### config.mk
export PLATFORM = sky130hd
export DESIGN_NAME = prog_timer
export DESIGN_NICKNAME = d
export VERILOG_FILES = /design/src/rtl/prog_timer.sv
export SDC_FILE = /design/constraint.sdc
export NUM_CORES = 1
export LEC_CHECK = 0
export ABC_AREA = 0
export BUFFER_PORTS_ARGS = -buffer_cell sky130_fd_sc_hd__buf_4
export CAP_MARGIN = 25
export CORE_MARGIN = 5
export CORE_UTILIZATION = 49
export DETAILED_ROUTE_END_ITERATION = 16
export PLACE_DENSITY_LB_ADDON = 0.15
export RECOVER_POWER = 100
export SKIP_LAST_GASP = 1
export SYNTH_ARGS = -nofsm -noshare
export SYNTH_HDL_FRONTEND = slang
export SYNTH_SLANG_ARGS = --single-unit
export TNS_END_PERCENT = 10
### constraint.sdc
create_clock -name clock_i -period 2.08 [get_ports clock_i]
set_clock_uncertainty 0.15 [all_clocks]
set_input_delay 0.208 -clock clock_i [delete_from_list [all_inputs] [get_ports clock_i]]
set_output_delay 0.208 -clock clock_i [all_outputs]
set_load 0.01 [all_outputs]
### src/rtl/prog_timer.sv
// ---------------------------------------------------------------------------
// prog_timer: parametrised down-counting timer with run-time load value,
// one-shot / auto-reload modes, pause-on-disable, a sticky done flag and an
// optional tick prescaler.
//
// Optional feature macro: PRESCALER_EN
//   defined   -> a tick occurs once every prescale_i+1 enabled RUN cycles
//   undefined -> a tick occurs every enabled RUN cycle; prescale_i is ignored
//
// Ports
//   clock_i     rising-edge clock
//   reset_i     synchronous active-high reset
//   en_i        count enable; low pauses the countdown
//   load_i      strobe: capture t_load_i/mode_i and (re)start the timer
//   t_load_i    start/reload value; 0 selects T_DEFAULT
//   mode_i      0 = one-shot, 1 = auto-reload (captured on load)
//   clear_i     abort back to idle
//   prescale_i  tick divider (PRESCALER_EN only)
//   count_o     remaining ticks
//   pass_o      one-cycle pulse on each expiry
//   done_o      sticky one-shot expiry flag
//   busy_o      high while running or paused (combinational from state)
// ---------------------------------------------------------------------------
module prog_timer #(
    parameter int unsigned WIDTH     = 4,
    parameter int unsigned T_DEFAULT = 5,
    parameter int unsigned PS_W      = 4
) (
    input  logic             clock_i,
    input  logic             reset_i,
    input  logic             en_i,
    input  logic             load_i,
    input  logic [WIDTH-1:0] t_load_i,
    input  logic             mode_i,
    input  logic             clear_i,
    input  logic [PS_W-1:0]  prescale_i,
    output logic [WIDTH-1:0] count_o,
    output logic             pass_o,
    output logic             done_o,
    output logic             busy_o
);

    typedef enum logic [1:0] {
        ST_IDLE = 2'd0,
        ST_RUN  = 2'd1,
        ST_HOLD = 2'd2,
        ST_DONE = 2'd3
    } state_t;

    state_t           state_q, state_d;
    logic [WIDTH-1:0] count_q, count_d;
    logic [WIDTH-1:0] reload_q, reload_d;
    logic             mode_q, mode_d;
    logic             pass_q, pass_d;
    logic             done_q, done_d;
    logic [WIDTH-1:0] load_val;
    logic             run_cyc;
    logic             tick;

    // An enabled cycle spent in RUN; the pause edge itself never ticks.
    assign run_cyc = (state_q == ST_RUN) && en_i;

`ifdef PRESCALER_EN
    logic [PS_W-1:0] ps_q, ps_d;

    // >= keeps the divider bounded if prescale_i is lowered mid-period.
    assign tick = run_cyc && (ps_q >= prescale_i);

    // Prescaler: restarts on load/clear, frozen whenever not counting.
    always_comb begin
        ps_d = ps_q;
        if (clear_i || load_i) begin
            ps_d = '0;
        end else if (run_cyc) begin
            ps_d = tick ? '0 : ps_q + PS_W'(1);
        end
    end

    always_ff @(posedge clock_i) begin
        if (reset_i) begin
            ps_q <= '0;
        end else begin
            ps_q <= ps_d;
        end
    end
`else
    logic unused_prescale;

    assign tick            = run_cyc;
    assign unused_prescale = ^prescale_i;
`endif

    // Next-state logic: clear > load > tick.
    always_comb begin
        state_d  = state_q;
        count_d  = count_q;
        reload_d = reload_q;
        mode_d   = mode_q;
        pass_d   = 1'b0;
        done_d   = done_q;
        load_val = (t_load_i == '0) ? WIDTH'(T_DEFAULT) : t_load_i;

        if (clear_i) begin
            state_d = ST_IDLE;
            count_d = '0;
            done_d  = 1'b0;
        end else if (load_i) begin
            reload_d = load_val;
            count_d  = load_val;
            mode_d   = mode_i;
            done_d   = 1'b0;
            state_d  = en_i ? ST_RUN : ST_HOLD;
        end else begin
            case (state_q)
                ST_RUN: begin
                    if (!en_i) begin
                        state_d = ST_HOLD;
                    end else if (tick) begin
                        if (count_q == WIDTH'(1)) begin
                            pass_d = 1'b1;
                            if (mode_q) begin
                                count_d = reload_q;
                            end else begin
                                count_d = '0;
                                done_d  = 1'b1;
                                state_d = ST_DONE;
                            end
                        end else if (count_q > WIDTH'(1)) begin
                            count_d = count_q - WIDTH'(1);
                        end
                    end
                end
                ST_HOLD: begin
                    // Resume edge only changes state; counting restarts next edge.
                    if (en_i) begin
                        state_d = ST_RUN;
                    end
                end
                default: begin
                end
            endcase
        end
    end

    // State and datapath registers.
    always_ff @(posedge clock_i) begin
        if (reset_i) begin
            state_q  <= ST_IDLE;
            count_q  <= '0;
            reload_q <= WIDTH'(T_DEFAULT);
            mode_q   <= 1'b0;
            pass_q   <= 1'b0;
            done_q   <= 1'b0;
        end else begin
            state_q  <= state_d;
            count_q  <= count_d;
            reload_q <= reload_d;
            mode_q   <= mode_d;
            pass_q   <= pass_d;
            done_q   <= done_d;
        end
    end

    assign count_o = count_q;
    assign pass_o  = pass_q;
    assign done_o  = done_q;
    assign busy_o  = (state_q == ST_RUN) || (state_q == ST_HOLD);

endmodule

==> results of run 1 <==
per-layer routing:
| layer | track usage, % | up-vias | routed length [um] |
|---|---|---|---|
| met5 | 0 | - | 0 |
| met4 | 6.73 | 0 | 33 |
| met3 | 4.28 | 5 | 46 |
| met2 | 24.1 | 9 | 808 |
| met1 | 19.0 | 320 | 767 |
| li1 | - | 355 | - |
cells by family (layout without fill, tap and decap cells):
| group | Yosys count | after routing | synth area share [%] |
|---|---|---|---|
| muxes | 4 | 4 | 5.40 |
| AOI/OAI and AO/OA | 22 | 22 | 24.3 |
| DFF | 13 | 13 | 35.1 |
| adders and majority gates | 4 | 4 | 6.75 |
| xor gates and xnor gates | 1 | 1 | 1.18 |
| and+or+nand+nor | 29 | 29 | 19.7 |
| buffers and inverters | 12 | 33 | 7.59 |
Yosys cell counts, types with 3 or more instances:
library cell / instances
dfxtp_1: 13
ha_1: 4
nor3_1: 3
inv_1: 9
nand2_1: 4
nand3_1: 3
a221oi_1: 3
mux2i_1: 4
nor2_1: 11
cell type report:
class,count,area [um^2]
timing repair buffer,20,125
clock buffer,4,26.3
fill,149,592
tap,16,20.0
sequential,13,260
multi-input combinational,60,414
inverter,9,33.8
registers in the layout, summed over array words and instances (netlist names):
register / count
count_o: 4
reload_q: 4
state_q: 2
done_o: 1
mode_q: 1
pass_o: 1
placed cells by master (no fill, tap or decap), types with 3 or more instances in the layout:
cell	synthesis	final
a221oi_1	3	3
buf_4	1	10
clkbuf_1	1	9
clkbuf_4	0	3
dfxtp_1	13	13
ha_1	4	4
inv_1	9	9
mux2i_1	4	4
nand2_1	4	4
nand3_1	3	3
nor2_1	11	11
nor3_1	3	3
worst register-to-register path: stages, from the launching register on:
cell and delay [ps]:
dfxtp_1 340, inv_1 80, ha_1 230, or3b_1 420, mux2i_1 140, a221oi_1 280, a211oi_1 80
report_power, final:
group / switching [mW] / internal, mW / total [mW]
clock: 0.0861 / 0.0744 / 0.160
sequential: 0.00888 / 0.259 / 0.268
combinational: 0.0475 / 0.0420 / 0.0895
worst paths after layout:
kind	from	to	cells after the start
worst max-delay path	count_o[1]$_SDFFE_PP0P_	count_o[2]$_SDFFE_PP0P_	6
worst min-delay path	mode_i	mode_q$_SDFFE_PP0P_	3
worst max register to register	count_o[1]$_SDFFE_PP0P_	count_o[2]$_SDFFE_PP0P_	6
worst min register to register	done_o$_SDFFE_PP0P_	done_o$_SDFFE_PP0P_	1
==> results.md, run 1 <==
* Slew @ Worst Pin at 512 ps
* Die width at 48.9 um
* CP Cell Sequence: inv_1 -> ha_1 -> or3b_1 -> mux2i_1 -> a221oi_1 -> a211oi_1
* Site Rows at 14
* Largest net degree at the start of global routing at 13
* Async SR Flop Fraction at 0%
* Status: finished clean
* Initial Utilization at 50.4%
* CP arrival at 1830 ps
* Post-synthesis register bit count at 13
* Post-Syn Instances at 85
* CP max-delay cell: or3b_1
* Die ar. at 2390 um^2
* Total power at 0.518 mW
* VDD IR max at 385 uV
* Final WL at 1660 um
* Worst hold slack at 18.7 ps
* Pre-Repair DR Iteration Count at 4
* Tmin final at 1840 ps
* Top cell type's share of synthesized area at 35.1%
* Number of I/O port buffers at 16
* Synth cell types at 34
* Sink Count at 13
* EDFF count, synth at 0
* Post-route core utilization at 59.8%
* Setup crit end kind: flop
* Period utilisation layout at 88.3%
* Root Driver: clkbuf_4
* Worst skew pair latency at 280 ps
* Non-filler instance count after layout at 122
* LEAKAGE at 0.358 nW
* Post-DP HPWL at 1250 um
* Number of setup violations in the final report at 0
* Seq/Total Area, Yosys at 35.1%
* Total GRT Usage at 15.2%
* Diode count at 0
* Crit Path Class: reg2reg
* Synth area leaders: dfxtp_1, ha_1, nor2_1
* Mean Syn Cell Area at 8.73 um^2
* Required @ worst endpoint at 2080 ps
* Layout area overhead at 18.5%
* Syn nets at 103
* Post-cts resize count at 0
* Max FO, Critical Path at 6
* Core area at 1470 um^2
* Cts bufs inserted at 3
* Gpl congestion at 0.758
* Layout cells sized above 1 at 13.2%
* Final WS setup at 244 ps
* CTS clk-pin slew, worst paths at 80 ps
* Max-cap violations at 0
* # Post-CTS Setup Buffers at 0
* Total I/O pin count at 21
* RSZ-0062 raised after global routing: no
* Vias per cell at 5.65
* Synth area leader: dfxtp_1
* Largest delay share family, worst path: simple AND/OR/NAND/NOR gates
* CP bufs+invs at 1
* Fmax at 545 MHz
* Grt total ovfl at 0
* Die Span Y at 48.9 um
* Startpoint Class: flop
* Initial antenna violation count at 0
* Number of global-route vias before repair at 657
* Final hold viol count at 0
* Netlist Area Pre-Place at 742 um^2
* Hold Path Class: in2reg
* Drt wl/cell at 13.6 um
* R2R Setup Slk at 240 ps
* Max_slew headroom at 65.8%
* Cell area after layout at 880 um^2
* Pwr dens at 589 nW/um^2
* CTS Hold Bufs at 2
* Max incr delay on CP at 420 ps
* CTS tree: yes
* DP Cell Count at 116
* Total number of vias at 689
* DRT antenna net count at 0
* Main synth FF type: dfxtp_1
* 1st-iter DRT viols at 6
* Slew Viols, Final at 0
* First-pass GRT wire length at 2930 um
* Clk buf depth at 2
* Setup TNS at 0 ps
* Layout Nets at 125
* Place WS at 264 ps
* H-tree Lvls at 1
* Number of synthesis warnings at 0
* Remaining DRCs at 0
* Placed cell area at 875 um^2
No activity file was read; power rests on OpenSTA's default activity.
==> run 2, diff against run 1 <==
--- a/config.mk
+++ b/config.mk
@@ -10,5 +10,5 @@
 export CAP_MARGIN = 25
 export CORE_MARGIN = 5
-export CORE_UTILIZATION = 49
+export CORE_UTILIZATION = 44
 export DETAILED_ROUTE_END_ITERATION = 16
 export PLACE_DENSITY_LB_ADDON = 0.15
==> constraint.sdc (replaced) <==
create_clock -name clock_i -period 1.6 [get_ports clock_i]
set_clock_uncertainty 0.15 [all_clocks]
set_input_delay 0.32 -clock clock_i [delete_from_list [all_inputs] [get_ports clock_i]]
set_output_delay 0.32 -clock clock_i [all_outputs]
set_load 0.01 [all_outputs]
==> results.md, run 2 (synthesis results as in run 1) <==
* Pre-Repair DR Iteration Count at 4 (unchanged)
* Cell area after layout at 1010 um^2 (+15%)
* Slew Viols, Final at 0 (unchanged)
* Sw power at 0.192 mW (+34%)
* Layout cells sized above 1 at 36.8% (+24 points)
* Post-route core utilization at 64.7% (+4.9 points)
* Gpl congestion at 0.855 (+13%)
* Sw Share at 27.3% (-0.19 points)
* Max-cap violations at 0 (unchanged)
* Layout area overhead at 35.9%
* 1st-iter DRT viols at 13 (+7)
* Final WL at 1800 um (+8.4%)
* R2R Setup Slk at -60 ps (-310 ps)
* Total GRT Usage at 15.4% (+0.13 points)
* Initial antenna violation count at 0 (unchanged)
* H-tree Lvls at 1 (unchanged)
* Clk buf depth at 2 (unchanged)
* Diode count at 0 (unchanged)
* Int Pwr at 0.510 mW (+36%)
* CTS Hold Bufs at 0 (-2)
* CP arrival at 1680 ps (-150 ps)
* LEAKAGE at 0.428 nW (+19%)
* Startpoint Class: flop
* Die Span Y at 51.1 um (+4.4%)
* Required @ worst endpoint at 1620 ps (-460 ps)
* Remaining DRCs at 0 (unchanged)
* Flop pwr share at 49.7% (-2.0 points)
* Number of global-route vias before repair at 740 (+13%)
* Grt total ovfl at 0 (unchanged)
* Period utilisation layout at 104% (+16 points)
* Total I/O pin count at 21 (unchanged)
* Place WS at -58.0 ps (-322 ps)
* Final WS setup at -61.7 ps (-306 ps)
* VDD IR max at 581 uV (+51%)
* Tmin final at 1660 ps (-174 ps)
* Initial Utilization at 47.6% (-2.8 points)
* Vias per cell at 5.68 (+0.52%)
* Sink Count at 13 (unchanged)
* Max FO, Critical Path at 5 (-1)
* Largest net degree at the start of global routing at 13 (unchanged)
* Worst skew pair latency at 280 ps (about the same)
* Failing checks: negative setup slack
* First-pass GRT wire length at 3050 um (+4.2%)
* Worst hold slack at 96.1 ps (+77.4 ps)
* DRT antenna net count at 0 (unchanged)
* Number of setup violations in the final report at 3 (+3)
* Clock share of power at 28.9% (-2.1 points)
* Fmax at 602 MHz (+10%)
* Commonest non-fill, non-tap cell in the layout: buf_4
* Root Driver: clkbuf_4
* RSZ-0062 raised after global routing: yes
* Commonest cells after routing, fill and taps aside: buf_4, nor2_1, dfxtp_1
* Status: finished with violations
* Crit Path Class: reg2reg
* Number of I/O port buffers at 16 (unchanged)
* Slew @ Worst Pin at 324 ps (-188 ps)
* Placed cell area at 960 um^2 (+9.7%)
* CTS tree: yes
* Hold Path Class: in2reg
* Final hold viol count at 0 (unchanged)
* Setup crit end kind: flop
* Setup TNS at -144 ps (-144 ps)
* Cts bufs inserted at 3 (unchanged)
* Core area at 1560 um^2 (+6.0%)
* Die width at 51.1 um (+4.4%)
* Pwr dens at 696 nW/um^2 (+18%)
* Drt wl/cell at 13.8 um (+1.7%)
* Layout Nets at 133 (+6.4%)
* Max_slew headroom at 78.1% (+12 points)
* Die ar. at 2610 um^2 (+9.0%)
* Post-DP HPWL at 1370 um (+9.7%)
* Total number of vias at 738 (+7.1%)
* CTS clk-pin slew, worst paths at 80 ps (about the same)
* Site Rows at 14 (unchanged)
* Power share of the combinational group at 21.4% (+4.1 points)
==> run 2: cell types whose count changed in the layout (fill, tap and decap cells not counted), moves of 2 or more <==
| cell | change |
|---|---|
| inv_1 | -3 |
| dfxtp_1 | -3 |
| clkbuf_1 | -5 |
| dlygate4sd3_1 | -2 |
| inv_2 | +3 |
| buf_4 | +13 |
| dfxtp_2 | +2 |
| buf_6 | +2 |
==> run 2: critical path, stage by stage, from the launching register on <==
cell	delay, ps
dfxtp_2	330
inv_2	70
ha_4	150
or3b_4	400
mux2i_2	170
a221oi_2	230
a211oi_1	70
==> run 2: area by class of cell <==
cell class | instances | area [um^2]
Multi-Input combinational cell | 60 | 455
Clock buffer | 4 | 26.3
Sequential cell | 13 | 267
Fill cell | 145 | 551
Tap cell | 16 | 20.0
Inverter | 9 | 33.8
Timing Repair Buffer | 28 | 206
==> run 2: final timing paths <==
path,start,end,depth (start not counted)
worst min-delay path,reset_i,reload_q[3]$_SDFFE_PP0P_,2
worst max-delay path,count_o[1]$_SDFFE_PP0P_,count_o[2]$_SDFFE_PP0P_,6
worst min register to register,done_o$_SDFFE_PP0P_,done_o$_SDFFE_PP0P_,1
worst max register to register,count_o[1]$_SDFFE_PP0P_,count_o[2]$_SDFFE_PP0P_,6
==> run 2: what timing repair did <==
action | 4_1_cts | 5_1_grt
setup buffers | 1 | 0
gates resized for setup | 4 | 5
endpoints found under the setup margin | 3 | 6
cloned | 0 | 0
hold endpoints to repair | 0 | 0
pin swaps | 1 | 1
==> run 2: through the flow <==
stage	cells	total power, mW
after floorplan	85	0.433
after global placement	125	0.490
after detailed placement	125	0.494
after CTS	130	0.705
after global routing	130	0.746
final	130	0.702
==> run 2: power by group through the flow <==
stage,clock [mW],combinational [mW],sequential (mW)
after floorplan,0,0.0758,0.358
after global placement,0,0.135,0.355
after detailed placement,0,0.139,0.355
after CTS,0.213,0.143,0.348
after global routing,0.229,0.166,0.351
final,0.203,0.150,0.349
==> run 2: routing by layer <==
layer  share of wire (%)  global-route usage (%)  vias to the layer above  routed length, um
met2                  46                    23.0                       14                824
met4                0.72                    8.52                        0                 13
met5                   0                       0                        -                  0
li1                    -                       -                      370                  -
met3                 5.1                    6.10                        2                 91
met1                  48                    18.8                      352                865
